$ cat config.mk
export PLATFORM = sky130hd
export DESIGN_NAME = uart_tx_buffered
export DESIGN_NICKNAME = d
export VERILOG_FILES = /design/src/rtl/uart_tx_buffered.sv
export SDC_FILE = /design/constraint.sdc
export NUM_CORES = 1
export LEC_CHECK = 0
export BUFFER_PORTS_ARGS = -buffer_cell sky130_fd_sc_hd__buf_2
export CAP_MARGIN = 20
export CORE_MARGIN = 2
export CORE_UTILIZATION = 56
export CTS_CLUSTER_DIAMETER = 80
export DETAILED_ROUTE_END_ITERATION = 7
export GPL_TIMING_DRIVEN = 1
export HOLD_SLACK_MARGIN = 0.06
export PLACE_DENSITY = 0.77
export SLEW_MARGIN = 5
export SYNTH_ARGS = -nofsm -noshare
export SYNTH_HDL_FRONTEND = slang
export SYNTH_SLANG_ARGS = --single-unit
$ cat constraint.sdc
create_clock -name clk_i -period 2.2 [get_ports clk_i]
set_input_delay 0.11 -clock clk_i [delete_from_list [all_inputs] [get_ports clk_i]]
set_output_delay 0.11 -clock clk_i [all_outputs]
set_load 0.1 [all_outputs]
$ cat src/rtl/uart_tx_buffered.sv
// Buffered 8-N-1 UART transmitter, paced by the shared baud strobe.
// One-byte holding register feeds the shift register for gapless frames.
module uart_tx_buffered #(
  parameter int OVERSAMPLE = 16,
  parameter int STOP_BITS  = 1
) (
  input  logic       clk_i,
  input  logic       rst_i,
  input  logic       brg_stb_i,
  input  logic [7:0] din_i,
  input  logic       wr_stb_i,
  output logic       dout_o,
  output logic       thr_empty_o,
  output logic       tx_busy_o,
  output logic       done_stb_o
);

  typedef enum logic [1:0] {
    S_IDLE,
    S_START,
    S_DATA,
    S_STOP
  } state_e;

  localparam logic [3:0] BAUD_LAST = 4'(OVERSAMPLE - 1);
  localparam logic       STOP_LAST = 1'(STOP_BITS - 1);

  state_e     state_q, state_d;
  logic [3:0] baud_q, baud_d;
  logic [2:0] bit_q, bit_d;
  logic       stop_q, stop_d;
  logic [7:0] tsr_q, tsr_d;
  logic [7:0] thr_q, thr_d;
  logic       full_q, full_d;
  logic       dout_q, dout_d;
  logic       done_q, done_d;
  logic       bit_end;

  assign bit_end = brg_stb_i && (baud_q == BAUD_LAST);

  always_ff @(posedge clk_i) begin
    if (rst_i) begin
      state_q <= S_IDLE;
      baud_q  <= '0;
      bit_q   <= '0;
      stop_q  <= 1'b0;
      tsr_q   <= '0;
      thr_q   <= '0;
      full_q  <= 1'b0;
      dout_q  <= 1'b1;
      done_q  <= 1'b0;
    end else begin
      state_q <= state_d;
      baud_q  <= baud_d;
      bit_q   <= bit_d;
      stop_q  <= stop_d;
      tsr_q   <= tsr_d;
      thr_q   <= thr_d;
      full_q  <= full_d;
      dout_q  <= dout_d;
      done_q  <= done_d;
    end
  end

  always_comb begin
    state_d = state_q;
    baud_d  = baud_q;
    bit_d   = bit_q;
    stop_d  = stop_q;
    tsr_d   = tsr_q;
    thr_d   = thr_q;
    full_d  = full_q;
    dout_d  = dout_q;
    done_d  = 1'b0;

    // a write while the THR is full is dropped
    if (wr_stb_i && !full_q) begin
      thr_d  = din_i;
      full_d = 1'b1;
    end

    if (state_q != S_IDLE && brg_stb_i) begin
      baud_d = bit_end ? 4'd0 : baud_q + 4'd1;
    end

    unique case (state_q)
      S_IDLE: begin
        dout_d = 1'b1;
        baud_d = '0;
        if (full_q) begin
          tsr_d   = thr_q;
          full_d  = 1'b0;
          dout_d  = 1'b0;
          state_d = S_START;
        end
      end
      S_START: begin
        if (bit_end) begin
          dout_d  = tsr_q[0];
          bit_d   = '0;
          state_d = S_DATA;
        end
      end
      S_DATA: begin
        if (bit_end) begin
          tsr_d = {1'b0, tsr_q[7:1]};
          if (bit_q == 3'd7) begin
            dout_d  = 1'b1;
            stop_d  = 1'b0;
            state_d = S_STOP;
          end else begin
            bit_d  = bit_q + 3'd1;
            dout_d = tsr_q[1];
          end
        end
      end
      S_STOP: begin
        if (bit_end) begin
          if (stop_q == STOP_LAST) begin
            done_d = 1'b1;
            // reload straight from the THR so the next start bit has no gap
            if (full_q) begin
              tsr_d   = thr_q;
              full_d  = 1'b0;
              dout_d  = 1'b0;
              baud_d  = '0;
              state_d = S_START;
            end else begin
              state_d = S_IDLE;
            end
          end else begin
            stop_d = 1'b1;
          end
        end
      end
      default: state_d = S_IDLE;
    endcase
  end

  assign dout_o      = dout_q;
  assign thr_empty_o = !full_q;
  assign tx_busy_o   = (state_q != S_IDLE);
  assign done_stb_o  = done_q;

endmodule

==> results.json, run 1 <==
{
  "setup-tns-final_ns": 0,
  "grt_first_pass_wirelength_um": 4440,
  "antenna_left": 0,
  "layout-drive-gt1-share": 0.170,
  "path_max_fanout": 6,
  "synth_edf_count": 0,
  "synthCells": 141,
  "ys_ff_latch": 28,
  "synthArstFlopShare": 0,
  "crit_slowest_cell": "or4_1",
  "drt_first_pass_iters": 4,
  "grt_pass1_vias": 1042,
  "fp.coreArea_um2": 2250,
  "place.gp.congestion": 0.785,
  "slew_headroom": 0.641,
  "worstSetupStartpointType": "register",
  "wl_per_cell_um": 12.7,
  "cts_buffers": 3,
  "synth_area_leaders": "dfxtp_1 (41%), mux2i_1 (16%), nor2_1 (6.9%)",
  "cts_htree_levels": 1,
  "required_ns": 2.40,
  "fin_crit_ns": 1.93,
  "synth_top_area_frac": 0.414,
  "die_area_um2": 2830,
  "multiInputGateArea_um2": 733,
  "rsz0062_at_grt": "no",
  "crit_type": "register to register",
  "clock_latency_ns": 0.32,
  "p_total_mw": 1.80,
  "setup_ws_ns": 0.268,
  "cts_hold_buffers": 9,
  "yosysTopAreaCell": "dfxtp_1",
  "io_buffers": 15,
  "regArea_um2": 561,
  "via_count": 1043,
  "final_net_count": 185,
  "path_cells": "inv_1, ha_1, nor2b_1, or4_1, a211oi_1, a311oi_1",
  "synth.area.mux_share": 0.155,
  "hold_path.class": "primary input to register",
  "hpwl_um": 1720,
  "max_freq_mhz": 518,
  "p_leak_nw": 0.629,
  "rows": 17,
  "die_w_um": 53.2,
  "postSynthAreaPerCell_um2": 9.61,
  "clockRootBuffer": "clkbuf_4",
  "synth_fa_ha_area_frac": 0.0646,
  "grt_max_degree": 30,
  "drv_cap": 0,
  "seqPwrFrac": 0.388,
  "cts_setup_buffers": 0,
  "postRouteWirelength_um": 2460,
  "cts_resized": 0,
  "synthSimpleGateAreaFrac": 0.185,
  "netlist_area_um2": 1360,
  "critPathArrivalTime_ns": 2.14,
  "setup_viol": 0,
  "power_frac_comb": 0.473,
  "crit_path_max_incr_delay_ns": 0.47,
  "antenna_found_initial": 0,
  "power_density_nw_per_um2": 1140,
  "cts_sinks": 28,
  "io_pins": 16,
  "p_int_mw": 1.03,
  "hold_violations": 0,
  "cts_tree": "yes",
  "viasPerCell": 5.40,
  "start_util": 0.601,
  "syn_to_final_growth_pct": 16.0,
  "p_sw_frac": 0.427,
  "slew_viol_final": 0,
  "antennaDiodeCount": 0,
  "synth_cell_types": 30,
  "irDropWorstVdd_v": 0.000889,
  "end_kind": "register",
  "cts.path.max_buffers": 2,
  "synth_commonest_cells": "dfxtp_1 (28), nor2_1 (25), mux2i_1 (21)",
  "first_iter_violations": 15,
  "min_period_over_period": 0.878,
  "clk_pin_slew_ns": 0.14,
  "grt.total_usage": 0.214,
  "place_worst_setup_slack_ns": 0.300,
  "syn-num-nets": 160,
  "synth_compound_area_frac": 0.117,
  "overflow": 0,
  "ys.warnings.count": 0,
  "status": "completed",
  "switchingPower_mw": 0.766,
  "fin_skew_ns": 0.00220,
  "fillers": 177,
  "synthFlopType": "dfxtp_1",
  "p_clk_frac": 0.139,
  "synth_top_family_by_area": "simple AND/OR/NAND/NOR gates",
  "chipHeight_um": 53.2,
  "synth_xor_area_frac": 0.0194,
  "drc": 0,
  "worst_pin_slew_ns": 0.538,
  "seq_area_frac_synth": 0.414,
  "synth_most_common_cell": "dfxtp_1"
}
## worst paths after layout
kind,cells after the start,slack (ns),endpoint,from
max,6,0.27,state_q[0]$_SDFFE_PP0P_,state_q[0]$_SDFFE_PP0P_
min,3,0.22,done_stb_o$_SDFF_PP0_,brg_stb_i
max reg2reg,6,0.27,state_q[0]$_SDFFE_PP0P_,state_q[0]$_SDFFE_PP0P_
min reg2reg,2,0.51,tsr_q[2]$_SDFFE_PP0P_,tsr_q[2]$_SDFFE_PP0P_
## stage by stage
step / std cells / utilization / hold WS [ns] / area [um^2]
global route: 193 / 0.697 / 0.226 / 1570
CTS: 193 / 0.697 / 0.201 / 1570
finish: 193 / 0.697 / 0.224 / 1570
detailed placement: 180 / 0.641 / 0.352 / 1450
global placement: 180 / 0.641 / 0.345 / 1450
floorplan: 141 / - / 0.257 / 1360
## critical path, delay by kind of cell, from the launching register on
kind	cells	cell delay [ns]
AOI/OAI and AO/OA	2	0.34
adders and majority gates	1	0.28
buffers and inverters	1	0.10
DFF	1	0.42
and+or+nand+nor	2	0.67
## flip-flops by register name (all words and copies together), names as in the netlist
| register | flops |
|---|---|
| done_stb_o | 1 |
| full_q | 1 |
| state_q | 2 |
| baud_q | 4 |
| thr_q | 8 |
| bit_q | 3 |
| tsr_q | 8 |
| dout_o | 1 |
## per-layer routing
metal  part of all wire  up-vias  track usage
li1                   -      540            -
met1               0.45      484        0.244
met2               0.52       17        0.396
met3              0.023        2       0.0282
met4             0.0057        0       0.0855
met5                  0        -            0
## power by group through the flow
stage	clock, mW	combinational, mW	sequential [mW]
3_5_place_dp	0	0.832	0.707
3_3_place_gp	0	0.806	0.702
5_1_grt	0.277	0.934	0.712
4_1_cts	0.254	0.848	0.696
2_1_floorplan	0	0.681	0.728
6_report	0.249	0.850	0.696
## cell usage in the layout, fill, tap and decap left out
cell type	Yosys	routed
a211oi_1	6	6
a211oi_2	3	3
a211oi_4	1	1
a21bo_2	1	1
a21oi_1	3	3
a311oi_1	1	1
and2_1	2	2
and4_1	1	1
buf_2	1	15
buf_4	0	3
clkbuf_4	0	3
clkbuf_8	0	1
dfxtp_1	28	28
dlygate4sd3_1	0	9
ha_1	7	7
inv_1	5	5
mux2i_1	21	21
nand2_1	3	3
nand3_1	2	2
nand4_1	2	2
nor2_1	25	25
nor2b_1	7	7
nor3_1	3	3
nor3b_1	1	1
nor4_1	2	2
o21a_1	1	1
o21ai_0	3	3
or2_4	1	1
or3_1	1	1
or4_1	1	1
xnor2_1	1	1
xor2_1	2	2
## final cells by class
class	instances	share of cell area
Clock buffer	4	0.0231
Inverter	5	0.0119
Tap cell	28	0.0223
Multi-Input combinational cell	101	0.467
Sequential cell	28	0.357
Timing Repair Buffer	27	0.119
## cells by family (layout without fill, tap and decap cells)
logic type | count (synthesis) | count (layout)
flops | 28 | 28
xor+xnor | 3 | 3
simple gates | 51 | 51
compound gates | 19 | 19
mux | 21 | 21
fa+ha+maj | 7 | 7
buf+inv | 12 | 36
Note: power is estimated with default switching activity, not from simulation.
==> inputs of run 2 (changes only) <==
- CORE_ASPECT_RATIO: unset -> 1.25
- CORE_UTILIZATION: 56 -> 60
- PLACE_DENSITY: 0.77 -> 0.82
- clock period: 2.2 -> 2.4 ns (I/O delays scaled with it)
==> run 2 against run 1 <==
Sequential share of layout area is 0.46 points higher. Clock power is 25% lower. Design area is 1.3% lower. Setup slack better by 0.15 ns. Cell count is 0.52% higher. Hold slack worse by 0.15 ns. Flip-flop and latch count stayed put. First-iteration DRC count is 20% higher. Non-clock buffer count is 1 lower. Critical path depth is 2 higher.
==> results.json, run 2 (synthesis results as in run 1) <==
{
  "io_pins": 16,
  "grt.total_usage": 0.226,
  "place.gp.congestion": 0.850,
  "clk_pin_slew_ns": 0.14,
  "antenna_found_initial": 0,
  "antenna_left": 0,
  "worstSetupStartpointType": "register",
  "slew_viol_final": 0,
  "rows": 19,
  "cts_hold_buffers": 8,
  "max_freq_mhz": 505,
  "min_period_over_period": 0.826,
  "drt_first_pass_iters": 4,
  "postRouteWirelength_um": 2440,
  "slew_headroom": 0.646,
  "fp.coreArea_um2": 2160,
  "cts_resized": 0,
  "cts_htree_levels": 1,
  "cts_buffers": 3,
  "worstSetupStartpoint": "state_q[0]$_SDFFE_PP0P_",
  "drc": 0,
  "drv_cap": 0,
  "final_cell_count_no_fill": 194,
  "clock_latency_ns": 0.32,
  "dp.cells": 183,
  "final_cell_mix": "dfxtp_1 (28), nor2_1 (25), mux2i_1 (21)",
  "reg2reg_from": "state_q[0]$_SDFFE_PP0P_",
  "hpwl_um": 1680,
  "critPathArrivalTime_ns": 2.23,
  "reg_top3": "thr_q (8), tsr_q (8), baud_q (4)",
  "setup_viol": 0,
  "fin_crit_ns": 1.98,
  "required_ns": 2.65,
  "cts_setup_buffers": 0,
  "crit_type": "register to register",
  "irDropWorstVdd_v": 0.000711,
  "die_area_um2": 2660,
  "final_net_count": 184,
  "antennaDiodeCount": 0,
  "worst_pin_slew_ns": 0.531,
  "status": "completed",
  "p_leak_nw": 0.618,
  "final_common_cell": "dfxtp_1",
  "cts_sinks": 28,
  "cts_tree": "yes",
  "start_util": 0.626,
  "grt_pass1_vias": 1109,
  "chipHeight_um": 57.1,
  "power_density_nw_per_um2": 1030,
  "clockRootBuffer": "clkbuf_4",
  "min_from": "wr_stb_i",
  "via_count": 1068,
  "fin_skew_ns": 0.00634,
  "utilization": 0.717,
  "hold_violations": 0,
  "setup-tns-final_ns": 0,
  "viasPerCell": 5.51,
  "grt_max_degree": 30,
  "syn_to_final_growth_pct": 14.5,
  "wl_per_cell_um": 12.6,
  "io_buffers": 15,
  "path_max_fanout": 17,
  "grt_first_pass_wirelength_um": 4420,
  "overflow": 0,
  "die_w_um": 46.5,
  "hold_path.class": "primary input to register",
  "layout-drive-gt1-share": 0.166,
  "cts.path.max_buffers": 2,
  "rsz0062_at_grt": "no",
  "fillers": 169,
  "end_kind": "register",
  "first_iter_violations": 18
}
-- run 2: final cells by class --
cell class / instances / area [um^2] / share of cell area
multi-input cells: 101 / 733 / 0.473
inverters: 5 / 18.8 / 0.0121
clock buffers: 3 / 22.5 / 0.0145
well taps: 31 / 38.8 / 0.0250
repair buffers: 26 / 178 / 0.115
flip-flops and latches: 28 / 561 / 0.361
-- run 2: final timing paths --
path	endpoint	slack, ns	depth (start not counted)
hold / removal	full_q$_SDFF_PP0_	0.08	3
hold reg to reg	thr_q[7]$_SDFFE_PP0P_	0.52	2
setup reg to reg	tsr_q[3]$_SDFFE_PP0P_	0.42	8
setup / recovery	tsr_q[3]$_SDFFE_PP0P_	0.42	8
-- run 2: power by group --
| part | switching (mW) | internal [mW] | total, mW |
|---|---|---|---|
| clock network | 0.128 | 0.0589 | 0.187 |
| registers | 0.0717 | 0.568 | 0.640 |
| logic | 0.494 | 0.281 | 0.775 |
-- run 2: per-layer routing --
layer  wire length (um)  vias to the layer above  global-route usage
met1                994                      504               0.251
met2               1290                       21               0.383
met4                 78                        0               0.131
met5                  0                        -                   0
met3                 69                        8              0.0411
li1                   -                      535                   -
-- run 2: critical path: stages (launching register included) --
cell	delay, ns
dfxtp_1	0.37
inv_1	0.11
ha_1	0.19
buf_4	0.24
nor2_1	0.10
a211oi_4	0.39
buf_4	0.24
nor2_1	0.05
a211oi_1	0.21
-- run 2: metrics by stage --
stage | hold WS (ns) | setup slack, ns | total power [mW] | area [um^2]
2_1_floorplan | 0.267 | 0.600 | 1.29 | 1360
3_3_place_gp | 0.356 | 0.509 | 1.38 | 1450
3_5_place_dp | 0.366 | 0.440 | 1.41 | 1450
4_1_cts | 0.0675 | 0.405 | 1.61 | 1550
5_1_grt | 0.0757 | 0.234 | 1.71 | 1550
6_report | 0.0767 | 0.418 | 1.60 | 1550
